<file path="config.mk">
export PLATFORM = sky130hd
export DESIGN_NAME = hexin_decode_flat
export DESIGN_NICKNAME = d
export VERILOG_FILES = /design/src/rtl/hexin_decode_if.sv /design/src/rtl/hexin_decode.sv /design/src/flat_wrapper.sv
export SDC_FILE = /design/constraint.sdc
export NUM_CORES = 1
export LEC_CHECK = 0
export CELL_PAD_IN_SITES_DETAIL_PLACEMENT = 1
export CELL_PAD_IN_SITES_GLOBAL_PLACEMENT = 2
export CORE_ASPECT_RATIO = 0.8
export CORE_MARGIN = 2
export CORE_UTILIZATION = 35
export CTS_CLUSTER_SIZE = 14
export DETAILED_ROUTE_END_ITERATION = 12
export GPL_TIMING_DRIVEN = 0
export MAX_ROUTING_LAYER = met4
export PLACE_DENSITY = 0.79
export REMOVE_ABC_BUFFERS = 1
export SETUP_SLACK_MARGIN = 0.5
export SLEW_MARGIN = 40
export SYNTH_ARGS = -nofsm -noshare
export SYNTH_HDL_FRONTEND = slang
export SYNTH_SLANG_ARGS = --single-unit
</file>
<file path="constraint.sdc">
create_clock -name clk -period 2.4 [get_ports clk]
set_input_delay 0.48 -clock clk [delete_from_list [all_inputs] [get_ports clk]]
set_output_delay 0.48 -clock clk [all_outputs]
set_load 0.05 [all_outputs]
</file>
<file path="src/rtl/hexin_decode_if.sv">
// Segment-bus interface for hexin_decode: the source drives samples, the decoder returns digits.
// HEXIN_DP_EN adds the decimal-point input/output pair.
interface hexin_decode_if;
  logic       sample_en;
  logic [6:0] seg_in;
  logic [3:0] data;
  logic       hex_en;
  logic       err;
  logic       locked;
  logic       valid;
`ifdef HEXIN_DP_EN
  logic       dp_in;
  logic       dp;

  modport master (output sample_en, seg_in, dp_in,
                  input  data, hex_en, err, locked, valid, dp);
  modport slave  (input  sample_en, seg_in, dp_in,
                  output data, hex_en, err, locked, valid, dp);
`else
  modport master (output sample_en, seg_in,
                  input  data, hex_en, err, locked, valid);
  modport slave  (input  sample_en, seg_in,
                  output data, hex_en, err, locked, valid);
`endif
endinterface

</file>
<file path="src/rtl/hexin_decode.sv">
// Active-low 7-segment receiver: debounces the sampled bus and recovers the hex digit.
// Optional macro HEXIN_DP_EN folds the decimal point into the stability check and reports it.
module hexin_decode #(
  parameter int STABLE_CYCLES = 4,
  parameter int CNT_W         = 3
) (
  input logic           clk,
  input logic           clrn,
  hexin_decode_if.slave bus
);

  typedef enum logic {ST_UNLOCKED, ST_LOCKED} state_e;

`ifdef HEXIN_DP_EN
  localparam int SW = 8;
`else
  localparam int SW = 7;
`endif

  localparam logic [CNT_W-1:0] CNT_MAX  = CNT_W'(STABLE_CYCLES - 1);
  localparam logic [6:0]       SEG_BLNK = 7'h7F;

  logic [SW-1:0] sample_w;
`ifdef HEXIN_DP_EN
  assign sample_w = {bus.dp_in, bus.seg_in};
`else
  assign sample_w = bus.seg_in;
`endif

  state_e        state_q, state_d;
  logic [SW-1:0] prev_q, prev_d;
  logic [CNT_W-1:0] cnt_q, cnt_d;
  logic [3:0]    data_q, data_d;
  logic          hex_en_q, hex_en_d;
  logic          err_q, err_d;
  logic          valid_q, valid_d;
`ifdef HEXIN_DP_EN
  logic          dp_q, dp_d;
`endif

  // Decode table: {legal, digit}. Patterns are active-low, bit0=a .. bit6=g.
  logic       dec_legal;
  logic [3:0] dec_digit;
  always_comb begin
    dec_legal = 1'b1;
    dec_digit = 4'h0;
    unique case (bus.seg_in)
      7'b1000000: dec_digit = 4'h0;
      7'b1111001: dec_digit = 4'h1;
      7'b0100100: dec_digit = 4'h2;
      7'b0110000: dec_digit = 4'h3;
      7'b0011001: dec_digit = 4'h4;
      7'b0010010: dec_digit = 4'h5;
      7'b0000010: dec_digit = 4'h6;
      7'b1111000: dec_digit = 4'h7;
      7'b0000000: dec_digit = 4'h8;
      7'b0010000: dec_digit = 4'h9;
      7'b0001000: dec_digit = 4'hA;
      7'b0000011: dec_digit = 4'hB;
      7'b1000110: dec_digit = 4'hC;
      7'b0100001: dec_digit = 4'hD;
      7'b0000110: dec_digit = 4'hE;
      7'b0001110: dec_digit = 4'hF;
      default:    dec_legal = 1'b0;
    endcase
  end

  // NOTE: every _d gets its hold value first, so no path through this block can infer a latch.
  always_comb begin
    state_d  = state_q;
    prev_d   = prev_q;
    cnt_d    = cnt_q;
    data_d   = data_q;
    hex_en_d = hex_en_q;
    err_d    = err_q;
    valid_d  = 1'b0;
`ifdef HEXIN_DP_EN
    dp_d     = dp_q;
`endif
    if (bus.sample_en) begin
      if (sample_w != prev_q) begin
        prev_d  = sample_w;
        cnt_d   = '0;
        state_d = ST_UNLOCKED;
      end else if (cnt_q != CNT_MAX) begin
        cnt_d = cnt_q + 1'b1;
      end

      // cnt_d==CNT_MAX means this edge takes the STABLE_CYCLES-th identical sample.
      if (state_d == ST_UNLOCKED && cnt_d == CNT_MAX) begin
        state_d = ST_LOCKED;
        valid_d = 1'b1;
        if (dec_legal) begin
          data_d   = dec_digit;
          hex_en_d = 1'b1;
          err_d    = 1'b0;
        end else begin
          hex_en_d = 1'b0;
          err_d    = (bus.seg_in != SEG_BLNK);
        end
`ifdef HEXIN_DP_EN
        dp_d = ~bus.dp_in;
`endif
      end
    end
  end

  // NOTE: sequential state uses non-blocking assignments so every flop samples pre-edge values.
  always_ff @(posedge clk or negedge clrn) begin
    if (!clrn) begin
      state_q  <= ST_UNLOCKED;
      prev_q   <= '1;
      cnt_q    <= '0;
      data_q   <= 4'h0;
      hex_en_q <= 1'b0;
      err_q    <= 1'b0;
      valid_q  <= 1'b0;
    end else begin
      state_q  <= state_d;
      prev_q   <= prev_d;
      cnt_q    <= cnt_d;
      data_q   <= data_d;
      hex_en_q <= hex_en_d;
      err_q    <= err_d;
      valid_q  <= valid_d;
    end
  end

`ifdef HEXIN_DP_EN
  always_ff @(posedge clk or negedge clrn) begin
    if (!clrn) dp_q <= 1'b0;
    else       dp_q <= dp_d;
  end
  assign bus.dp = dp_q;
`endif

  assign bus.data   = data_q;
  assign bus.hex_en = hex_en_q;
  assign bus.err    = err_q;
  assign bus.locked = (state_q == ST_LOCKED);
  assign bus.valid  = valid_q;

endmodule
</file>
<file path="src/flat_wrapper.sv">
// flat-port wrapper written by rule: the top's interface ports become plain ports
module hexin_decode_flat 
#(
  parameter int STABLE_CYCLES = 4,
  parameter int CNT_W         = 3
)
  (clk, clrn, bus_sample_en, bus_seg_in, bus_data, bus_hex_en, bus_err, bus_locked, bus_valid);
  hexin_decode_if bus_i ();
  input logic clk;
  input logic clrn;
  input wire logic [$bits(bus_i.sample_en)-1:0] bus_sample_en;
  input wire logic [$bits(bus_i.seg_in)-1:0] bus_seg_in;
  output wire logic [$bits(bus_i.data)-1:0] bus_data;
  output wire logic [$bits(bus_i.hex_en)-1:0] bus_hex_en;
  output wire logic [$bits(bus_i.err)-1:0] bus_err;
  output wire logic [$bits(bus_i.locked)-1:0] bus_locked;
  output wire logic [$bits(bus_i.valid)-1:0] bus_valid;
  assign bus_i.sample_en = bus_sample_en;
  assign bus_i.seg_in = bus_seg_in;
  assign bus_data = bus_i.data;
  assign bus_hex_en = bus_i.hex_en;
  assign bus_err = bus_i.err;
  assign bus_locked = bus_i.locked;
  assign bus_valid = bus_i.valid;
  hexin_decode #(.STABLE_CYCLES(STABLE_CYCLES), .CNT_W(CNT_W)) u_core (.clk(clk), .clrn(clrn), .bus(bus_i));
endmodule
</file>
== Word level (Yosys, flattened, before mapping) ==
Index checks and enable logic that the tools add are counted.
Word-level totals
  flip-flop bits (word level): 18
  bits of input ports: 10
  output and inout port bits: 8
  logic and storage cells: 46
Cells by class
  $add $sub $neg: 1
  equality and inequality tests: 19
  mux-type cells: 12
  bitwise gates (word level): 1
  reductions and logical operators: 6
Operators by type and width (number)
  case mux 4 bit (15 select lines): 1
  equality test 7 bit (second input constant): 4
  equality test 7 x 5 -> 1 bit (second input constant): 3
  equality test 7 x 6 -> 1 bit (second input constant): 3
  OR reduction 16 bit: 1
  equality test 7 x 2 -> 1 bit (second input constant): 2
  equality test 7 x 4 -> 1 bit (second input constant): 2
  2-to-1 mux 3 bit: 3
  2-to-1 mux 1 bit: 8
  equality test 7 x 3 -> 1 bit (second input constant): 1
  logical NOT 7 bit: 1
  != test 7 bit: 1
  != test 7 bit (second input constant): 1
  AND reduction 2 bit: 2
  adder 3 x 1 -> 3 bit (second input constant): 1
  equality test 3 x 2 -> 1 bit (second input constant): 1
  != test 3 x 2 -> 1 bit (second input constant): 1
  AND reduction 3 bit: 1
  logical AND 1 bit: 1
  inverter 1 bit: 1

== Longest topological paths before layout ==
Gate-level depths: netlist of the first run.
  depth in word-level cells: 8
  gate-level depth with buffers: 7
  mapped depth without buffers: 7

== Worst setup path after synthesis of the first run ==
OpenSTA, ideal clock, no wires.
  path type: input to register
  start: in bus_seg_in[3]
  end: reg u_core.data_q[2] (netlist: u_core.bus.data[2])
  library setup time: 0.133 ns
  data arrival time: 1.763 ns
  data required time: 2.267 ns
  path slack: 0.504 ns
  cell stages on the path: 6
  path buffers: 1
  cell sequence: buf_6 or4b_4 o22ai_2 a31oi_1 a2111oi_2 a21oi_1
Between the ends
  word-level cells in the longest chain between the ends: 6
  elaborated cells between the ends (all ways): 28
  those cells by class: eq/ne (17); mux (6); bitwise (1); reduce/logical (4)
RTL lines
  from (decl): line flat_wrapper.sv:12  | input wire logic [$bits(bus_i.seg_in)-1:0] bus_seg_in;
  != test 7 bit: line hexin_decode.sv:81  | if (sample_w != prev_q) begin
  2-to-1 mux 3 bit / 2-to-1 mux 1 bit (equally long branches): line hexin_decode.sv:81
  2-to-1 mux 3 bit / 2-to-1 mux 1 bit (equally long branches): line hexin_decode.sv:80  | if (bus.sample_en) begin
  equality test 3 x 2 -> 1 bit / inverter 1 bit (equally long branches): line hexin_decode.sv:90  | if (state_d == ST_UNLOCKED && cnt_d == CNT_MAX) begin
  logical AND 1 bit: line hexin_decode.sv:90
  AND reduction 3 bit (no line)
  to (signal assigned): line hexin_decode.sv:122  | data_q <= data_d;
  to (decl): line hexin_decode.sv:33  | logic [3:0] data_q, data_d;
Parallel ways exist; a longest one is shown, timed or not. The select of a mux whose other input is x is not followed.
A chain may end at the register's enable or synchronous reset.

== Worst setup path after layout of the first run ==
  start: in bus_seg_in[2]
  end: reg u_core.data_q[2] (netlist: u_core.bus.data[2])
Same word-level chain as after synthesis.

==> results of run 1 <==
## sequential cells by signal, indices dropped and copies added, names as in the netlist
| signal | cells |
|---|---|
| u_core.bus.err | 1 |
| u_core.cnt_q | 3 |
| u_core.bus.data | 4 |
| u_core.bus.locked | 1 |
| u_core.bus.hex_en | 1 |
| u_core.bus.valid | 1 |
| u_core.prev_q | 7 |
## critical path, delay by kind of cell
kind | cells | cell delay, ps
AO/OA/AOI/OAI | 4 | 840
buffers and inverters | 1 | 100
AND/OR/NAND/NOR | 1 | 560
## through the flow
stage / setup TNS (ps) / area (um^2) / utilization (%)
floorplan: 0 / 1251 / -
global placement: -2308 / 1476 / 39.33
detailed placement: -2903 / 1476 / 39.33
CTS: 0 / 1508 / 40.17
global route: 0 / 1669 / 44.47
finish: 0 / 1669 / 44.47
## logic make-up (layout without fill, tap and decap cells)
logic type	count (synthesis)	count (layout)	share of synthesized area, %
compound gates	32	32	20.04
xor+xnor	9	9	5.844
fa+ha+maj	1	1	0.9275
buf+inv	18	34	8.904
flops	18	18	34.04
mux	8	8	6.679
simple gates	49	49	23.56
## layer usage
metal	up-vias	share of wire (%)	global-route usage (%)
met5	-	0	-
met4	0	0.44	3.117
met3	2	4.3	3.571
met2	17	48	25.74
met1	542	47	21.63
li1	535	-	-
## worst max-delay path by stage
stage | from | endpoint | depth (start not counted)
2_1_floorplan | bus_seg_in[0] | u_core.bus.data[2] | 5
3_3_place_gp | bus_seg_in[3] | u_core.bus.data[2] | 6
3_5_place_dp | bus_seg_in[3] | u_core.bus.data[2] | 6
4_1_cts | bus_seg_in[2] | u_core.bus.data[2] | 6
5_1_grt | bus_seg_in[2] | u_core.bus.data[2] | 6
6_report | bus_seg_in[2] | u_core.bus.data[2] | 6
## repair_timing
| item | in CTS | in global routing |
|---|---|---|
| pin swaps | 0 | 6 |
| setup buffers | 0 | 7 |
| endpoints found under the setup margin | 16 | 8 |
| resized for setup | 43 | 32 |
| endpoints found under the hold margin | 0 | 0 |
## synth_stat cells (all sizes together), types with 3 or more instances
| library cell | n | share of area, % |
|---|---|---|
| buf | 11 | 6.7 |
| dfrtp | 11 | 20 |
| mux2 | 8 | 6.7 |
| nand2 | 8 | 2.2 |
| a21oi | 7 | 2.6 |
| dfstp | 7 | 14 |
| nor3 | 7 | 2.6 |
| xor2 | 7 | 4.5 |
| inv | 6 | 1.7 |
| nand3 | 5 | 1.9 |
| or4 | 5 | 3.1 |
| nor2 | 4 | 1.1 |
| a22o | 3 | 1.9 |
| nand3b | 3 | 1.7 |
| o21ai | 3 | 1.1 |
| o22ai | 3 | 1.9 |
## report_power, final
group,internal [W],leakage [nW],switching [W]
clock,0.000146,0.0288,0.0000998
combinational,0.0000638,0.462,0.0000843
sequential,0.000325,0.222,0.00000825
total,0.000534,0.713,0.000192
## final cells by class
cell class | instances | area [um^2]
Timing Repair Buffer | 24 | 241.5
Fill cell | 418 | 2085
Tap cell | 44 | 55.05
Multi-Input combinational cell | 99 | 835.8
Inverter | 6 | 22.52
Clock buffer | 4 | 55.05
Sequential cell | 18 | 459.2
==> results.py, run 1 <==
metrics = {
    "clock_tree": {
        "holdBufCountCts": 0,
        "cts-root-buf": "clkbuf_8",
        "numCtsBuffers": 3,
        "htree_levels": 1,
        "clockBufferDepth": 2,
        "clk_latency_ps": 250,
        "clkSinkCount": 18,
        "cts_tree": "yes",
        "clkTransAtPathRegs_ps": 70,
    },
    "pwr": {
        "irDropWorstVdd_v": 0.0002165,
        "p_per_area_mw_per_mm2": 435.5,
        "p_leak_nw": 0.7129,
        "power_w": 0.0007268,
    },
    "worst_setup_path": {
        "rr_startpoint": "u_core.prev_q[1]",
        "worstSetupPathType": "input pin to flop",
        "r2r_end": "u_core.bus.data[0]",
        "crit_slowest_cell": "or4_4",
        "critPathArrivalTime_ps": 1990,
        "r2r_slack_ps": 600,
        "end_kind": "flop",
        "critPathMaxStageDelay_ps": 560,
        "path_cells": "buf_12 > or4_4 > o32ai_4 > a211oi_2 > a2111oi_2 > a21oi_1",
        "crit_fanout": 6,
        "start_kind": "input pin",
        "reg2reg_depth": 6,
        "worst_ep_required_time_ps": 2530,
    },
    "synth": {
        "synth_area_mm2": 0.001349,
        "synth_cell_type_count": 51,
        "ys_async_sr_fraction_pct": 100.0,
        "ys_seq_elements": 18,
        "synthCells": 135,
        "ys_seq_area_share_pct": 34.04,
        "synth_warnings": 0,
        "synth_edf_count": 0,
        "synth-main-ff-cell": "dfrtp_1",
        "syn_avg_cell_area_um2": 9.991,
    },
    "route": {
        "vias": 1096,
        "drt-pass1-iter-count": 4,
        "drtIter0Drc": 49,
        "drc": 0,
        "drt-total-wl_um": 3179,
        "ant_nets": 0,
        "wl_per_cell_um": 16.30,
        "drt-vias-per-instance": 5.621,
    },
    "sta": {
        "fmax_mhz": 538.6,
        "drv_slew": 0,
        "timing.slew.headroom_pct": 66.20,
        "rsz0062_at_grt": "yes",
        "fin_crit_sh_pct": 77.37,
        "timing.hold.ws_ps": 146.0,
        "setup_violations": 0,
        "fin_crit_ps": 1857,
        "hold_viol_final": 0,
        "worstMarginPinSlew_ps": 506.2,
        "skew_ps": 3.064,
        "timing.final.ws_setup_ps": 543.2,
    },
    "layout": {
        "layout.cells.non_filler": 195,
        "final_cell_mix": "dfrtp_1 (11), nand2_1 (8), mux2_2 (8), buf_4 (8)",
        "layout_commonest_cell": "dfrtp_1",
        "drive_gt1_share_pct": 37.09,
        "nets": 163,
        "syn2layout_area_growth_pct": 23.75,
        "antenna_cells": 0,
    },
    "hold_path": {
        "hold_path.class": "input pin to async pin",
    },
    "floorplanning": {
        "die_w_um": 73.41,
        "io_pins": 18,
        "initial_utilization_pct": 35.93,
        "die_h_um": 59.53,
        "dieArea_mm2": 0.004369,
        "num_rows": 20,
        "coreArea_mm2": 0.003754,
    },
    "job": {
        "maxCapViolations": 0,
    },
    "place": {
        "placedCellCount": 184,
        "finalWeightedCongestion": 0.7312,
        "portBuffers": 17,
        "dpl.hpwl_um": 2297,
        "dpl_worst_slack_ps": -406.6,
    },
    "global_route": {
        "grt_pass1_vias": 1066,
        "grt_usage_pct": 16.25,
        "grt_pass1_wl_um": 5250,
        "grt_overflow": 0,
        "antenna_found_initial": 0,
        "grt_max_degree": 19,
    },
    "outcome": {
        "run_status": "complete, no violations",
    },
}
Note: power is estimated with default switching activity, not from simulation.
==> run 2: changes to the inputs <==
--- a/config.mk
+++ b/config.mk
@@ -9,12 +9,12 @@
 export CELL_PAD_IN_SITES_GLOBAL_PLACEMENT = 2
 export CORE_ASPECT_RATIO = 0.8
 export CORE_MARGIN = 2
-export CORE_UTILIZATION = 35
+export CORE_UTILIZATION = 31
 export CTS_CLUSTER_SIZE = 14
 export DETAILED_ROUTE_END_ITERATION = 12
 export GPL_TIMING_DRIVEN = 0
 export MAX_ROUTING_LAYER = met4
-export PLACE_DENSITY = 0.79
+export PLACE_DENSITY = 0.74
 export REMOVE_ABC_BUFFERS = 1
 export SETUP_SLACK_MARGIN = 0.5
 export SLEW_MARGIN = 40
==> constraint.sdc (replaced) <==
create_clock -name clk -period 1.7 [get_ports clk]
set_input_delay 0.34 -clock clk [delete_from_list [all_inputs] [get_ports clk]]
set_output_delay 0.34 -clock clk [all_outputs]
set_load 0.05 [all_outputs]
==> results.py, run 2 (synthesis results as in run 1) <==
metrics = {
    "clock_tree": {
        "cts-root-buf": "clkbuf_8",
        "holdBufCountCts": 0,
        "htree_levels": 1,
        "clk_latency_ps": 260,
        "cts_tree": "yes",
        "numCtsBuffers": 3,
        "clkSinkCount": 18,
        "clockBufferDepth": 2,
        "clkTransAtPathRegs_ps": 70,
    },
    "global_route": {
        "grt_max_degree": 19,
        "grt_overflow": 0,
        "antenna_found_initial": 0,
        "grt_pass1_vias": 1090,
        "grt_pass1_wl_um": 5575,
        "grt_usage_pct": 14.98,
    },
    "sta": {
        "timing.slew.headroom_pct": 71.34,
        "rsz0062_at_grt": "yes",
        "hold_viol_final": 0,
        "skew_ps": 3.540,
        "worstMarginPinSlew_ps": 429.9,
        "drv_slew": 0,
        "timing.final.ws_setup_ps": -193.5,
        "fin_crit_sh_pct": 111.4,
        "fmax_mhz": 528.1,
        "fin_crit_ps": 1893,
        "setup_violations": 9,
    },
    "worst_setup_path": {
        "worstSetupPathType": "flop to flop",
        "worst_ep_required_time_ps": 1850,
        "crit_fanout": 5,
        "worst-path-buf-inv": 1,
        "reg2reg_depth": 6,
        "r2r_slack_ps": -190,
        "crit_end": "u_core.bus.data[1]",
        "rr_startpoint": "u_core.prev_q[1]",
        "path_cells": "xor2_2 > nor4_4 > o2111ai_4 > inv_2 > o31ai_4 > a22o_1",
        "critPathTopFamily": "flip-flops",
        "critPathMaxStageDelay_ps": 560,
        "critPathArrivalTime_ps": 2040,
        "crit_start": "u_core.prev_q[1]",
        "end_kind": "flop",
        "worst-path-stages": 6,
        "r2r_end": "u_core.bus.data[1]",
        "crit_slowest_cell": "dfstp_2",
        "start_kind": "flop",
    },
    "layout": {
        "top_register": "u_core.prev_q",
        "final_area_mm2": 0.001639,
        "final_cell_mix": "dfrtp_1 (11), buf_4 (9)",
        "layout.cells.non_filler": 211,
        "layout_commonest_cell": "dfrtp_1",
        "antenna_cells": 0,
        "syn2layout_area_growth_pct": 21.52,
        "nFillCells": 482,
        "drive_gt1_share_pct": 44.81,
        "largest_register_ffs": 7,
        "nets": 166,
    },
    "floorplanning": {
        "initial_utilization_pct": 32.29,
        "dieArea_mm2": 0.004898,
        "die_h_um": 63,
        "coreArea_mm2": 0.004178,
        "num_rows": 21,
        "io_pins": 18,
        "die_w_um": 77.75,
    },
    "outcome": {
        "run_status": "complete, but fails checks",
        "violations": "negative setup slack",
    },
    "job": {
        "maxCapViolations": 0,
    },
    "route": {
        "wl_per_cell_um": 16.04,
        "drt-pass1-iter-count": 4,
        "drt-total-wl_um": 3384,
        "ant_nets": 0,
        "drt-vias-per-instance": 5.199,
        "vias": 1097,
        "drc": 0,
        "drtIter0Drc": 27,
    },
    "pwr": {
        "p_per_area_mw_per_mm2": 619.8,
        "p_leak_nw": 0.6652,
        "irDropWorstVdd_v": 0.0002330,
    },
    "place": {
        "placed_cell_area_mm2": 0.001493,
        "portBuffers": 17,
        "placedCellCount": 197,
        "dpl.hpwl_um": 2352,
        "finalWeightedCongestion": 0.7796,
    },
    "hold_path": {
        "hold_path.class": "input pin to async pin",
    },
}
==> run 2: cell types whose count changed in the layout (fill, tap and decap cells not counted), sizes merged <==
cell,before,now
buf,13,25
dlygate4sd2,5,0
dlymetal6s2s,2,0
clkdlybuf4s15,1,0
clkdlybuf4s50,1,0
==> run 2: routing by layer <==
layer | track usage (%) | share of wire [%] | up-vias
li1 | - | - | 533
met1 | 18.46 | 47 | 545
met2 | 24.89 | 49 | 14
met3 | 4.046 | 3.3 | 5
met4 | 2.679 | 0.56 | 0
met5 | - | 0 | -
==> run 2: power breakdown <==
group	leakage (nW)	internal (W)	switching (W)
clock network	0.0288	0.000206	0.000150
registers	0.222	0.000459	0.0000136
logic	0.414	0.0000733	0.000114
==> run 2: worst min-delay path by stage <==
| stage | to | cells past startpoint | slack (ps) | start |
|---|---|---|---|---|
| after floorplan | u_core.bus.data[0] | 0 | 40 | clrn |
| after global placement | u_core.bus.hex_en | 2 | 460 | u_core.bus.hex_en |
| after global routing | u_core.bus.data[0] | 1 | 30 | clrn |
| final | u_core.bus.data[3] | 1 | 10 | clrn |
| after CTS | u_core.bus.data[0] | 1 | 500 | u_core.bus.data[0] |
| after detailed placement | u_core.bus.data[0] | 1 | 480 | u_core.bus.data[0] |
==> run 2: final cells by class <==
type	count	area [um^2]	share of cell area (%)
tap	57	71.32	4.351
timing repair buffer	27	210.2	12.82
inverter	6	22.52	1.374
multi-input combinational	99	820.8	50.08
sequential	18	459.2	28.02
clock buffer	4	55.05	3.359
==> run 2: timing repair <==
action                                  4_1_cts  5_1_grt
endpoints found under the setup margin       26       16
gates resized for setup                      93       15
endpoints found under the hold margin         0        0
buffers inserted                              8        2
cloned                                        0        0
pin swaps                                     7        4
==> run 2: through the flow <==
| stage | power, W | TNS, ps | util [%] | worst slack (ps) | hold WS, ps |
|---|---|---|---|---|---|
| 2_1_floorplan | 0.0005747 | 0 | - | 38.94 | 44.41 |
| 3_3_place_gp | 0.0006543 | -8563 | 35.73 | -939.5 | 462.0 |
| 3_5_place_dp | 0.0006647 | -9619 | 35.73 | -1048 | 475.3 |
| 4_1_cts | 0.001023 | -712.3 | 38.04 | -174.3 | 496.4 |
| 5_1_grt | 0.001072 | -1958 | 39.23 | -270.1 | 33.91 |
| 6_report | 0.001016 | -1063 | 39.23 | -193.5 | 12.32 |
==> run 3: changes to the inputs <==
--- a/config.mk
+++ b/config.mk
@@ -17,6 +17,7 @@
 export PLACE_DENSITY = 0.74
 export REMOVE_ABC_BUFFERS = 1
 export SETUP_SLACK_MARGIN = 0.5
+export SKIP_CTS_REPAIR_TIMING = 1
 export SLEW_MARGIN = 40
 export SYNTH_ARGS = -nofsm -noshare
 export SYNTH_HDL_FRONTEND = slang
==> results.py, run 3 (synthesis results as in run 1) <==
metrics = {
    "worst_setup_path": {
        "crit_slowest_cell": "dfstp_2",
        "path_cells": "xor2_2 > nor4_4 > o2111ai_4 > inv_2 > o31ai_4 > a22o_1",
        "end_kind": "flop",
        "critPathTopFamily": "flip-flops",
        "worst_ep_required_time_ps": 1850,
        "critPathMaxStageDelay_ps": 560,
        "crit_fanout": 5,
        "worstSetupPathType": "flop to flop",
        "worst-path-buf-inv": 1,
        "start_kind": "flop",
        "critPathArrivalTime_ps": 2010,
    },
    "layout": {
        "layout_commonest_cell": "dfrtp_1",
        "utilization_pct": 39.44,
        "nets": 166,
        "drive_gt1_share_pct": 43.51,
        "antenna_cells": 0,
        "largest_register_ffs": 7,
        "syn2layout_area_growth_pct": 22.17,
        "top_register": "u_core.prev_q",
        "final_cell_mix": "dfrtp_1 (11), buf_4 (10), mux2_2 (8)",
        "nFillCells": 487,
    },
    "sta": {
        "setup_violations": 9,
        "drv_slew": 0,
        "fmax_mhz": 537.6,
        "timing.hold.ws_ps": 5.459,
        "worstMarginPinSlew_ps": 545.8,
        "skew_ps": 2.315,
        "timing.final.ws_setup_ps": -160.1,
        "fin_crit_sh_pct": 109.4,
        "timing.slew.headroom_pct": 63.56,
        "hold_viol_final": 0,
        "rsz0062_at_grt": "yes",
        "fin_crit_ps": 1860,
    },
    "clock_tree": {
        "htree_levels": 1,
        "numCtsBuffers": 3,
        "clkSinkCount": 18,
        "clockBufferDepth": 2,
        "clkTransAtPathRegs_ps": 70,
        "cts-root-buf": "clkbuf_8",
        "cts_tree": "yes",
        "clk_latency_ps": 250,
    },
    "pwr": {
        "p_switching_w": 0.0002750,
        "p_per_area_mw_per_mm2": 613.6,
        "power_frac_clock_pct": 35.1,
        "p_comb_share_pct": 18.3,
        "p_leak_nw": 0.6718,
        "seqPwrFrac_pct": 46.6,
        "swShare_pct": 27.19,
        "p_int_w": 0.0007361,
        "irDropWorstVdd_v": 0.0002409,
    },
    "global_route": {
        "grt_overflow": 0,
        "grt_pass1_vias": 1046,
        "antenna_found_initial": 0,
        "grt_pass1_wl_um": 5382,
        "grt_max_degree": 19,
        "grt_usage_pct": 14.38,
    },
    "job": {
        "maxCapViolations": 0,
    },
    "route": {
        "vias": 1105,
        "drt-pass1-iter-count": 4,
        "wl_per_cell_um": 16.01,
        "ant_nets": 0,
        "drtIter0Drc": 24,
        "drt-vias-per-instance": 5.237,
        "drc": 0,
        "drt-total-wl_um": 3379,
    },
    "outcome": {
        "run_status": "complete, but fails checks",
        "violations": "negative setup slack",
    },
    "floorplanning": {
        "dieArea_mm2": 0.004898,
        "num_rows": 21,
        "coreArea_mm2": 0.004178,
        "die_h_um": 63,
        "initial_utilization_pct": 32.29,
        "die_w_um": 77.75,
        "io_pins": 18,
    },
    "place": {
        "dpl.hpwl_um": 2352,
        "portBuffers": 17,
        "finalWeightedCongestion": 0.7796,
    },
    "hold_path": {
        "hold_path.class": "input pin to async pin",
    },
}
-- run 3: through the flow --
| step | cells | setup TNS [ps] | area [um^2] | worst slack [ps] | power [W] |
|---|---|---|---|---|---|
| 3_3_place_gp | 197 | -8563 | 1493 | -939.5 | 0.0006543 |
| 2_1_floorplan | 123 | 0 | 1251 | 38.94 | 0.0005747 |
| 6_report | 211 | -938.0 | 1648 | -160.1 | 0.001011 |
| 4_1_cts | 201 | -7189 | 1548 | -774.2 | 0.001026 |
| 5_1_grt | 211 | -1777 | 1648 | -252.1 | 0.001068 |
| 3_5_place_dp | 197 | -9619 | 1493 | -1048 | 0.0006647 |
-- run 3: path summary, 6_finish.rpt --
kind	startpoint	to	slack (ps)	depth (start not counted)
max in group asynchronous	clrn	u_core.prev_q[4]	1360	1
worst min register to register	u_core.bus.data[2]	u_core.bus.data[2]	510	2
worst max register to register	u_core.prev_q[4]	u_core.bus.data[1]	-160	6
worst min-delay path	clrn	u_core.bus.data[3]	5	1
worst max-delay path	u_core.prev_q[4]	u_core.bus.data[1]	-160	6
min in group clk	u_core.bus.data[2]	u_core.bus.data[2]	510	2
-- run 3: final cells by class --
type                    count  area [um^2]  share of cell area (%)
well taps                  57        71.32                   4.328
flip-flops and latches     18        459.2                   27.87
inverters                   6        22.52                   1.367
multi-input cells          99        825.8                   50.11
clock buffers               4        55.05                   3.341
repair buffers             27        214.0                   12.98
-- run 3: layer usage --
layer	up-vias	share of wire [%]	routed length (um)	track usage, %
met1	547	46	1566	18.82
li1	537	-	-	-
met3	5	3.4	115	3.757
met2	16	50	1678	22.63
met4	0	0.56	19	2.679
met5	-	0	0	-
-- run 3: power groups by stage --
stage	Sequential (W)	Combinational [W]	Clock [W]
after detailed placement	0.000478	0.000187	0
final	0.000471	0.000185	0.000355
after floorplan	0.000477	0.0000978	0
after global routing	0.000474	0.000204	0.000390
after global placement	0.000476	0.000178	0
after CTS	0.000470	0.000187	0.000369
